### config.mk
export PLATFORM = sky130hd
export DESIGN_NAME = tennis_game_ctrl
export DESIGN_NICKNAME = d
export VERILOG_FILES = /design/src/rtl/tennis_game_ctrl.sv
export SDC_FILE = /design/constraint.sdc
export NUM_CORES = 1
export LEC_CHECK = 0
export BUFFER_PORTS_ARGS = -buffer_cell sky130_fd_sc_hd__buf_4
export CELL_PAD_IN_SITES_DETAIL_PLACEMENT = 1
export CELL_PAD_IN_SITES_GLOBAL_PLACEMENT = 2
export CORE_ASPECT_RATIO = 1.1
export CORE_MARGIN = 2
export CORE_UTILIZATION = 37
export DETAILED_ROUTE_END_ITERATION = 6
export PLACE_DENSITY = 0.82
export SLEW_MARGIN = 0
export SYNTH_ARGS = -nofsm -noshare
export SYNTH_HDL_FRONTEND = slang
export SYNTH_SLANG_ARGS = --single-unit
### constraint.sdc
create_clock -name pixel_clk -period 5.2 [get_ports pixel_clk]
set_clock_uncertainty 0.05 [all_clocks]
set_input_delay 0.52 -clock pixel_clk [delete_from_list [all_inputs] [get_ports pixel_clk]]
set_output_delay 0.52 -clock pixel_clk [all_outputs]
set_load 0.02 [all_outputs]
### src/rtl/tennis_game_ctrl.sv
// Frame-rate game sequencer for the tennis screen: ball motion, paddle hits,
// serve/play/miss/game-over sequencing and score/miss counting.
module tennis_game_ctrl #(
    parameter int unsigned SCR_W        = 640,
    parameter int unsigned SCR_H        = 480,
    parameter int unsigned BORDER       = 8,
    parameter int unsigned BALL         = 16,
    parameter int unsigned PADDLE_X     = 616,
    parameter int unsigned PADDLE_H     = 64,
    parameter int unsigned SERVE_X      = 64,
    parameter int unsigned SERVE_Y      = 32,
    parameter int unsigned STEP_INIT    = 1,
    parameter int unsigned STEP_MAX     = 4,
    parameter int unsigned HITS_PER_UP  = 4,
    parameter int unsigned SERVE_FRAMES = 60,
    parameter int unsigned MISS_FRAMES  = 60,
    parameter int unsigned MAX_MISSES   = 3
) (
    input  logic        pixel_clk,
    input  logic        resetn,
    input  logic        frame_tick,
    input  logic        start_p,
    input  logic        pause_p,
    input  logic [10:0] paddle_y,
    output logic [10:0] ball_x,
    output logic [10:0] ball_y,
    output logic        ball_visible,
    output logic [7:0]  score,
    output logic [1:0]  misses,
    output logic [1:0]  state,
    output logic        game_over
);

    localparam logic [10:0] X_MIN      = 11'(BORDER);
    localparam logic [10:0] Y_MIN      = 11'(BORDER);
    localparam logic [10:0] Y_MAX      = 11'(SCR_H - BORDER - BALL);
    localparam logic [10:0] HX         = 11'(PADDLE_X - BALL);
    localparam logic [10:0] MISS_X     = 11'(SCR_W - BALL);
    localparam logic [10:0] SX         = 11'(SERVE_X);
    localparam logic [10:0] SY         = 11'(SERVE_Y);
    localparam logic [2:0]  STEP_I     = 3'(STEP_INIT);
    localparam logic [2:0]  STEP_M     = 3'(STEP_MAX);
    localparam logic [2:0]  HIT_UP     = 3'(HITS_PER_UP);
    localparam logic [7:0]  SERVE_LAST = 8'(SERVE_FRAMES - 1);
    localparam logic [7:0]  MISS_LAST  = 8'(MISS_FRAMES - 1);
    localparam logic [1:0]  MAX_M      = 2'(MAX_MISSES);

    typedef enum logic [1:0] {
        S_IDLE  = 2'd0,
        S_SERVE = 2'd1,
        S_PLAY  = 2'd2,
        S_MISS  = 2'd3
    } state_t;

    state_t      st, st_nx;
    logic [10:0] x, y, x_nx, y_nx;
    logic        dir_x, dir_y, dir_x_nx, dir_y_nx;
    logic [2:0]  step, step_nx;
    logic [2:0]  hit_cnt, hit_cnt_nx;
    logic [7:0]  frame_cnt, frame_cnt_nx;
    logic [7:0]  score_r, score_nx;
    logic [1:0]  miss_r, miss_nx;
    logic        vis, vis_nx, over, over_nx, paused, paused_nx;

    logic [10:0] step11, nx, ny;
    logic [11:0] y_bot, pad_bot;
    logic        hit_zone;

    always_comb begin
        step11   = {8'd0, step};
        nx       = dir_x ? x + step11 : x - step11;
        ny       = dir_y ? y + step11 : y - step11;
        y_bot    = {1'b0, y} + 12'(BALL);
        pad_bot  = {1'b0, paddle_y} + 12'(PADDLE_H);
        hit_zone = (y_bot > {1'b0, paddle_y}) && ({1'b0, y} < pad_bot);
    end

    always_ff @(posedge pixel_clk or negedge resetn) begin
        if (!resetn) begin
            st        <= S_IDLE;
            x         <= SX;
            y         <= SY;
            dir_x     <= 1'b1;
            dir_y     <= 1'b1;
            step      <= STEP_I;
            hit_cnt   <= '0;
            frame_cnt <= '0;
            score_r   <= '0;
            miss_r    <= '0;
            vis       <= 1'b1;
            over      <= 1'b0;
            paused    <= 1'b0;
        end else begin
            st        <= st_nx;
            x         <= x_nx;
            y         <= y_nx;
            dir_x     <= dir_x_nx;
            dir_y     <= dir_y_nx;
            step      <= step_nx;
            hit_cnt   <= hit_cnt_nx;
            frame_cnt <= frame_cnt_nx;
            score_r   <= score_nx;
            miss_r    <= miss_nx;
            vis       <= vis_nx;
            over      <= over_nx;
            paused    <= paused_nx;
        end
    end

    always_comb begin
        st_nx        = st;
        x_nx         = x;
        y_nx         = y;
        dir_x_nx     = dir_x;
        dir_y_nx     = dir_y;
        step_nx      = step;
        hit_cnt_nx   = hit_cnt;
        frame_cnt_nx = frame_cnt;
        score_nx     = score_r;
        miss_nx      = miss_r;
        vis_nx       = vis;
        over_nx      = over;
        paused_nx    = 1'b0;
        unique case (st)
            S_IDLE: begin
                x_nx     = SX;
                y_nx     = SY;
                dir_x_nx = 1'b1;
                dir_y_nx = 1'b1;
                vis_nx   = 1'b1;
                if (start_p) begin
                    st_nx        = S_SERVE;
                    score_nx     = '0;
                    miss_nx      = '0;
                    over_nx      = 1'b0;
                    hit_cnt_nx   = '0;
                    step_nx      = STEP_I;
                    frame_cnt_nx = '0;
                end
            end
            S_SERVE: begin
                x_nx     = SX;
                y_nx     = SY;
                dir_x_nx = 1'b1;
                dir_y_nx = 1'b1;
                if (frame_tick) begin
                    if (frame_cnt == SERVE_LAST) begin
                        st_nx        = S_PLAY;
                        frame_cnt_nx = '0;
                    end else begin
                        frame_cnt_nx = frame_cnt + 8'd1;
                    end
                end
            end
            S_PLAY: begin
                // A same-cycle pause press is applied before the tick is considered.
                paused_nx = paused ^ pause_p;
                if (frame_tick && !paused_nx) begin
                    if (dir_x && nx >= MISS_X) begin
                        st_nx        = S_MISS;
                        miss_nx      = miss_r + 2'd1;
                        vis_nx       = 1'b0;
                        frame_cnt_nx = '0;
                        paused_nx    = 1'b0;
                    end else begin
                        if (dir_x && x < HX && nx >= HX && hit_zone) begin
                            x_nx     = HX;
                            dir_x_nx = 1'b0;
                            score_nx = (score_r != 8'hFF) ? score_r + 8'd1 : score_r;
                            if (hit_cnt + 3'd1 == HIT_UP) begin
                                hit_cnt_nx = '0;
                                step_nx    = (step < STEP_M) ? step + 3'd1 : step;
                            end else begin
                                hit_cnt_nx = hit_cnt + 3'd1;
                            end
                        end else if (!dir_x && x <= X_MIN + step11) begin
                            x_nx     = X_MIN;
                            dir_x_nx = 1'b1;
                        end else begin
                            x_nx = nx;
                        end
                        if (!dir_y && y <= Y_MIN + step11) begin
                            y_nx     = Y_MIN;
                            dir_y_nx = 1'b1;
                        end else if (dir_y && ny >= Y_MAX) begin
                            y_nx     = Y_MAX;
                            dir_y_nx = 1'b0;
                        end else begin
                            y_nx = ny;
                        end
                    end
                end
            end
            S_MISS: begin
                vis_nx = 1'b0;
                if (frame_tick) begin
                    if (frame_cnt == MISS_LAST) begin
                        frame_cnt_nx = '0;
                        x_nx         = SX;
                        y_nx         = SY;
                        dir_x_nx     = 1'b1;
                        dir_y_nx     = 1'b1;
                        vis_nx       = 1'b1;
                        if (miss_r == MAX_M) begin
                            st_nx   = S_IDLE;
                            over_nx = 1'b1;
                        end else begin
                            st_nx = S_SERVE;
                        end
                    end else begin
                        frame_cnt_nx = frame_cnt + 8'd1;
                    end
                end
            end
            default: st_nx = S_IDLE;
        endcase
    end

    assign ball_x       = x;
    assign ball_y       = y;
    assign ball_visible = vis;
    assign score        = score_r;
    assign misses       = miss_r;
    assign state        = st;
    assign game_over    = over;

endmodule

* Word-level counts from Yosys, hierarchy flattened
Cells that the tools add are included.
Storage, ports and cells: register bits 53, output and inout bits 36
Operators by class: add/subtract/negate cells 12, order comparisons 9, equal/unequal tests 23, mux-type cells 78, bitwise operators 1, reduce and logical (&&, ||, !) cells 29
Operators by type and width (count):
- 11-bit 2-to-1 mux | 14
- 8-bit 2-to-1 mux | 9
- 11-bit one-hot mux with 3 select lines | 2
- 3-bit 2-to-1 mux | 11
- 2-bit inequality test, second input constant | 13
- 8-bit one-hot mux with 3 select lines | 1
- 11-bit by 3-bit adder with 11-bit output | 2
- 11-bit by 10-bit greater-or-equal comparator with 1-bit output, second input constant | 2
- 1-bit 2-to-1 mux | 22
- 11-bit by 3-bit subtractor with 11-bit output | 2
- 2-bit 2-to-1 mux | 10
- 5-bit AND reduction | 4
- 8-bit by 1-bit adder with 8-bit output, second input constant | 2
- 8-bit one-hot mux with 2 select lines | 1
- 7-bit AND reduction | 2
- 11-bit by 5-bit adder with 12-bit output, second input constant | 1
- 11-bit by 7-bit adder with 12-bit output, second input constant | 1
- 12-bit by 11-bit greater-than comparator with 1-bit output | 1
- 11-bit by 12-bit less-than comparator with 1-bit output | 1
- 3-bit one-hot mux with 2 select lines | 2
- 4-bit AND reduction | 3
- 11-bit by 9-bit greater-or-equal comparator with 1-bit output, second input constant | 1
- 11-bit <= comparator | 1
- 11-bit by 5-bit <= comparator with 1-bit output | 1
- other kinds (25) | 43

* Depth between registers and ports, before layout
depth in word-level cells 9, mapped depth 16

* Least setup slack after synthesis
Ideal clock, no wire load.
path type register to register, start point register step[0], end point register st[1], in the netlist state[1], library setup time 128 ps, arrival 3891 ps, path slack 1131 ps, stages on the path, launching flop included 14, path through dfstp_2 -> inv_1 -> ha_1 -> ha_1 -> mux2_2 -> ha_1 -> and3_1 -> or2_4 -> o41ai_2 -> o211ai_2 -> a2111o_1 -> a311o_1 -> nor2_2 -> mux2_1
On the way: cells in the longest elaborated chain, start to end 6, elaborated cells on any way between the ends 7, those cells by class add/sub: 2; order compare: 1; eq/ne: 1; mux: 1; reduce/logical: 2
RTL lines:
- from (decl) | line 58 | logic [2:0] step, step_nx;
- from (signal assigned) | line 99 | step <= step_nx;
- 11-bit by 3-bit subtractor with 11-bit output / 11-bit by 3-bit adder with 11-bit output (equally long branches) | line 71 | nx = dir_x ? x + step11 : x - step11;
- 11-bit 2-to-1 mux * | line 71
- 11-bit by 10-bit greater-or-equal comparator with 1-bit output * | line 159 | if (dir_x && nx >= MISS_X) begin
- 1-bit logical AND * | line 159
- 2-bit inequality test (no source line) *
- 7-bit AND reduction (no source line) *
- to (signal assigned) | line 94 | st <= st_nx;
- to (decl) | line 55 | state_t st, st_nx;
Every way passes the cells marked *; elsewhere a longest branch is shown, timed or not. A chain may end at the register's enable or synchronous reset.

* Worst setup path in the final report
Ends and elaborated chain as after synthesis.

==> metrics.csv <==
metric,value,unit
postcts setup bufs,0,
unrepaired setup endpoints after global routing,no,
area delta synth->final,15.0,%
area of the multi-input gates,0.00334,sq mm
Core ar.,0.0130,sq mm
Post-synth top flop,dfrtp_1,
drt pass-1 iters,4,
"EDFF count, synth",0,
Starting Density,37.4,%
Max-cap violations,0,
Rows,44,
worst reg2reg startpoint,step[0],
root buffer cell,clkbuf_16,
status,"finished, final reports clean",
r2r endpoint,state[1],
initial antenna violation count,0,
Die H,124,um
final WL,14400,um
Power Total,1.65,mW
Most common cell on crit path,ha_1,
# diodes,0,
"Seq/Total Area, Yosys",27.3,%
pwr dens,295,mW/mm^2
critical path required time,5.34,ns
FILL cells,1547,
CTS tree,built,
number of global-route vias before repair,4876,
Yosys warnings,0,
biggest area consumer among synthesized cells,dfrtp_1,
CP peak stage delay,0.60,ns
Mapped Avg Cell Area,8.69,sq um
syn_nets,639,
Total Die Area,0.0141,sq mm
r2r setup slk,0.64,ns
Remaining DRCs,0,
via count,4528,
clk slew on worst S/H paths,0.07,ns
Area contributors post-synth,"dfrtp_1 24%, ha_1 15%, dfstp_2 3.2%",
fmax,219,MHz
Setup crit end kind,flip-flop,
TNS Setup,0,ns
Slew HR,49.4,%
Top-Level Pins,52,
top cell type's share of synthesized area,24.1,%
LEAKAGE,2.70,nW
"Data arrival, critical path",4.70,ns
Crit path max-delay family,compound AO/OA/AOI/OAI gates,
register area,0.00133,sq mm
pre-CTS setup slack,0.640,ns
# resized after CTS,0,
"Slowest-stage cell, CP",dfstp_2,
cts hold-fix bufs,0,
DRT iter0 DRCs,158,
measured slew at the worst slew-check pin,0.759,ns
Final Hold Viols,0,
global-route wire length before repair,24300,um
CTS Sinks,53,
Routed Antenna Nets,0,
Max Buffers Root-to-Sink,2,
Final WS setup,0.642,ns
Worst Setup SP,step[0],
Die Wd,114,um
Reg2Reg Depth,13,
Seq cells post-synth,53,
startpoint types,flip-flop,
H-Tree Depth,2,
Mapped Area,0.00488,sq mm
Final Cycle Share,87.6,%
Levels on crit path,13,
nets,688,
Routed WL per cell,18.7,um
GRT overflow,0,
share of layout cells above drive strength 1,15.2,%
crit-path cells,inv_1 > ha_1 > ha_1 > mux2_2 > ha_1 > and3_1 > or2_4 > o41ai_2 > o211ai_2 > a2111o_1 > a311o_1 > nor2_2 > mux2_1,
minimum clock period,4.56,ns
Min-Delay Path Class,primary input to asynchronous set/reset pin,
"Setup violations, final",0,
CP bufs+invs,1,
routability cong.,0.884,
asr flop ratio synth,100,%
Crit Path Max Fanout,12,
crit path capture,state[1],
Syn Inst Count,562,
vias per cell,5.86,
Yosys cell types,77,
largest net degree at the start of global routing,54,
Worst-Skew Late Latency,0.31,ns
Post-DP HPWL,11200,um
"Slew Viols, Final",0,
Port Buf Inserts,51,
peak supply drop,295,uV
critical setup path kind,flip-flop to flip-flop,
GRT Resource Usage Total,21.0,%
CTS buffer count,5,
worst min path at each step:
stage / to / depth (start not counted) / slack, ns
detailed placement: frame_cnt[7] / 1 / 0.44
floorplan: ball_x[0] / 0 / 0.17
global route: ball_y[1] / 1 / 0.28
CTS: misses[1] / 1 / 0.26
global placement: frame_cnt[7] / 1 / 0.43
finish: ball_x[5] / 1 / 0.24
Yosys cell counts, types with 4 or more instances:
library cell and number:
nor3_1 16, and3_1 10, o21ai_0 29, a31oi_1 5, a2bb2oi_1 4, dfstp_2 6, and2_1 6, clkbuf_1 8
nand3_1 29, xor2_1 9, xnor2_1 14, nor2_1 36, o21ai_1 8, a21o_1 19, nand2b_1 9, a22o_1 6
buf_2 5, dfrtp_1 47, inv_1 36, ha_1 59, nor2b_1 8, o21a_1 4, or4_1 7, a211oi_1 9
nor4_1 9, o211ai_1 12, o31ai_1 5, nand2_1 42, a21oi_1 20, nand4_1 4, mux2_2 6
sequential cells by signal, indices dropped and copies added (netlist names):
| name | flops |
|---|---|
| ball_x | 11 |
| frame_cnt | 8 |
| misses | 2 |
| dir_y | 1 |
| step | 3 |
| state | 2 |
| hit_cnt | 3 |
| ball_y | 11 |
| score | 8 |
| dir_x | 1 |
| game_over | 1 |
| paused | 1 |
| ball_visible | 1 |
cell usage in the layout (no fill, tap or decap), types with 4 or more instances in the layout:
cell,count
ha_1,59
buf_4,57
dfrtp_1,47
nand2_1,42
inv_1,36
nor2_1,36
nand3_1,29
o21ai_0,29
a21oi_1,20
a21o_1,19
nor3_1,16
xnor2_1,14
o211ai_1,12
and3_1,10
xor2_1,9
nor4_1,9
a211oi_1,9
nand2b_1,9
nor2b_1,8
o21ai_1,8
or4_1,7
mux2_2,6
and2_1,6
a22o_1,6
dfstp_2,6
o31ai_1,5
a31oi_1,5
clkbuf_16,5
o21a_1,4
nand4_1,4
a2bb2oi_1,4
power breakdown:
| group | internal (mW) | switching, mW | total, mW |
|---|---|---|---|
| registers | 0.457 | 0.0500 | 0.507 |
| clock network | 0.232 | 0.176 | 0.408 |
| logic | 0.261 | 0.479 | 0.739 |
layout make-up:
class / count / area share [%]
Inverter: 36 / 2.41
Sequential cell: 53 / 23.7
Tap cell: 161 / 3.59
Timing Repair Buffer: 57 / 7.62
Clock buffer: 5 / 2.23
Clock inverter: 3 / 0.891
Multi-Input combinational cell: 458 / 59.5
through the flow:
stage / hold WS, ns / std cells / cell area, sq um / util [%]
after floorplan: 0.174 / 562 / 4880 / -
after global placement: 0.434 / 765 / 5440 / 41.7
after detailed placement: 0.440 / 765 / 5440 / 41.7
after CTS: 0.260 / 773 / 5620 / 43.1
after global routing: 0.283 / 773 / 5620 / 43.1
final: 0.236 / 773 / 5620 / 43.1
logic make-up after synthesis:
family | Yosys count | share of synthesized area, %
compound gates | 170 | 25.7
flops | 53 | 27.3
mux | 10 | 2.23
buf+inv | 51 | 4.20
fa+ha+maj | 61 | 15.9
simple gates | 194 | 20.5
xor+xnor | 23 | 4.13
routing by layer:
| layer | up-vias | wire (um) | global-route usage, % |
|---|---|---|---|
| met1 | 2245 | 6460 | 26.2 |
| met5 | - | 0 | 0 |
| li1 | 2205 | - | - |
| met3 | 15 | 357 | 2.48 |
| met2 | 63 | 7400 | 37.6 |
| met4 | 0 | 233 | 6.31 |
Note: power is estimated with default switching activity, not from simulation.
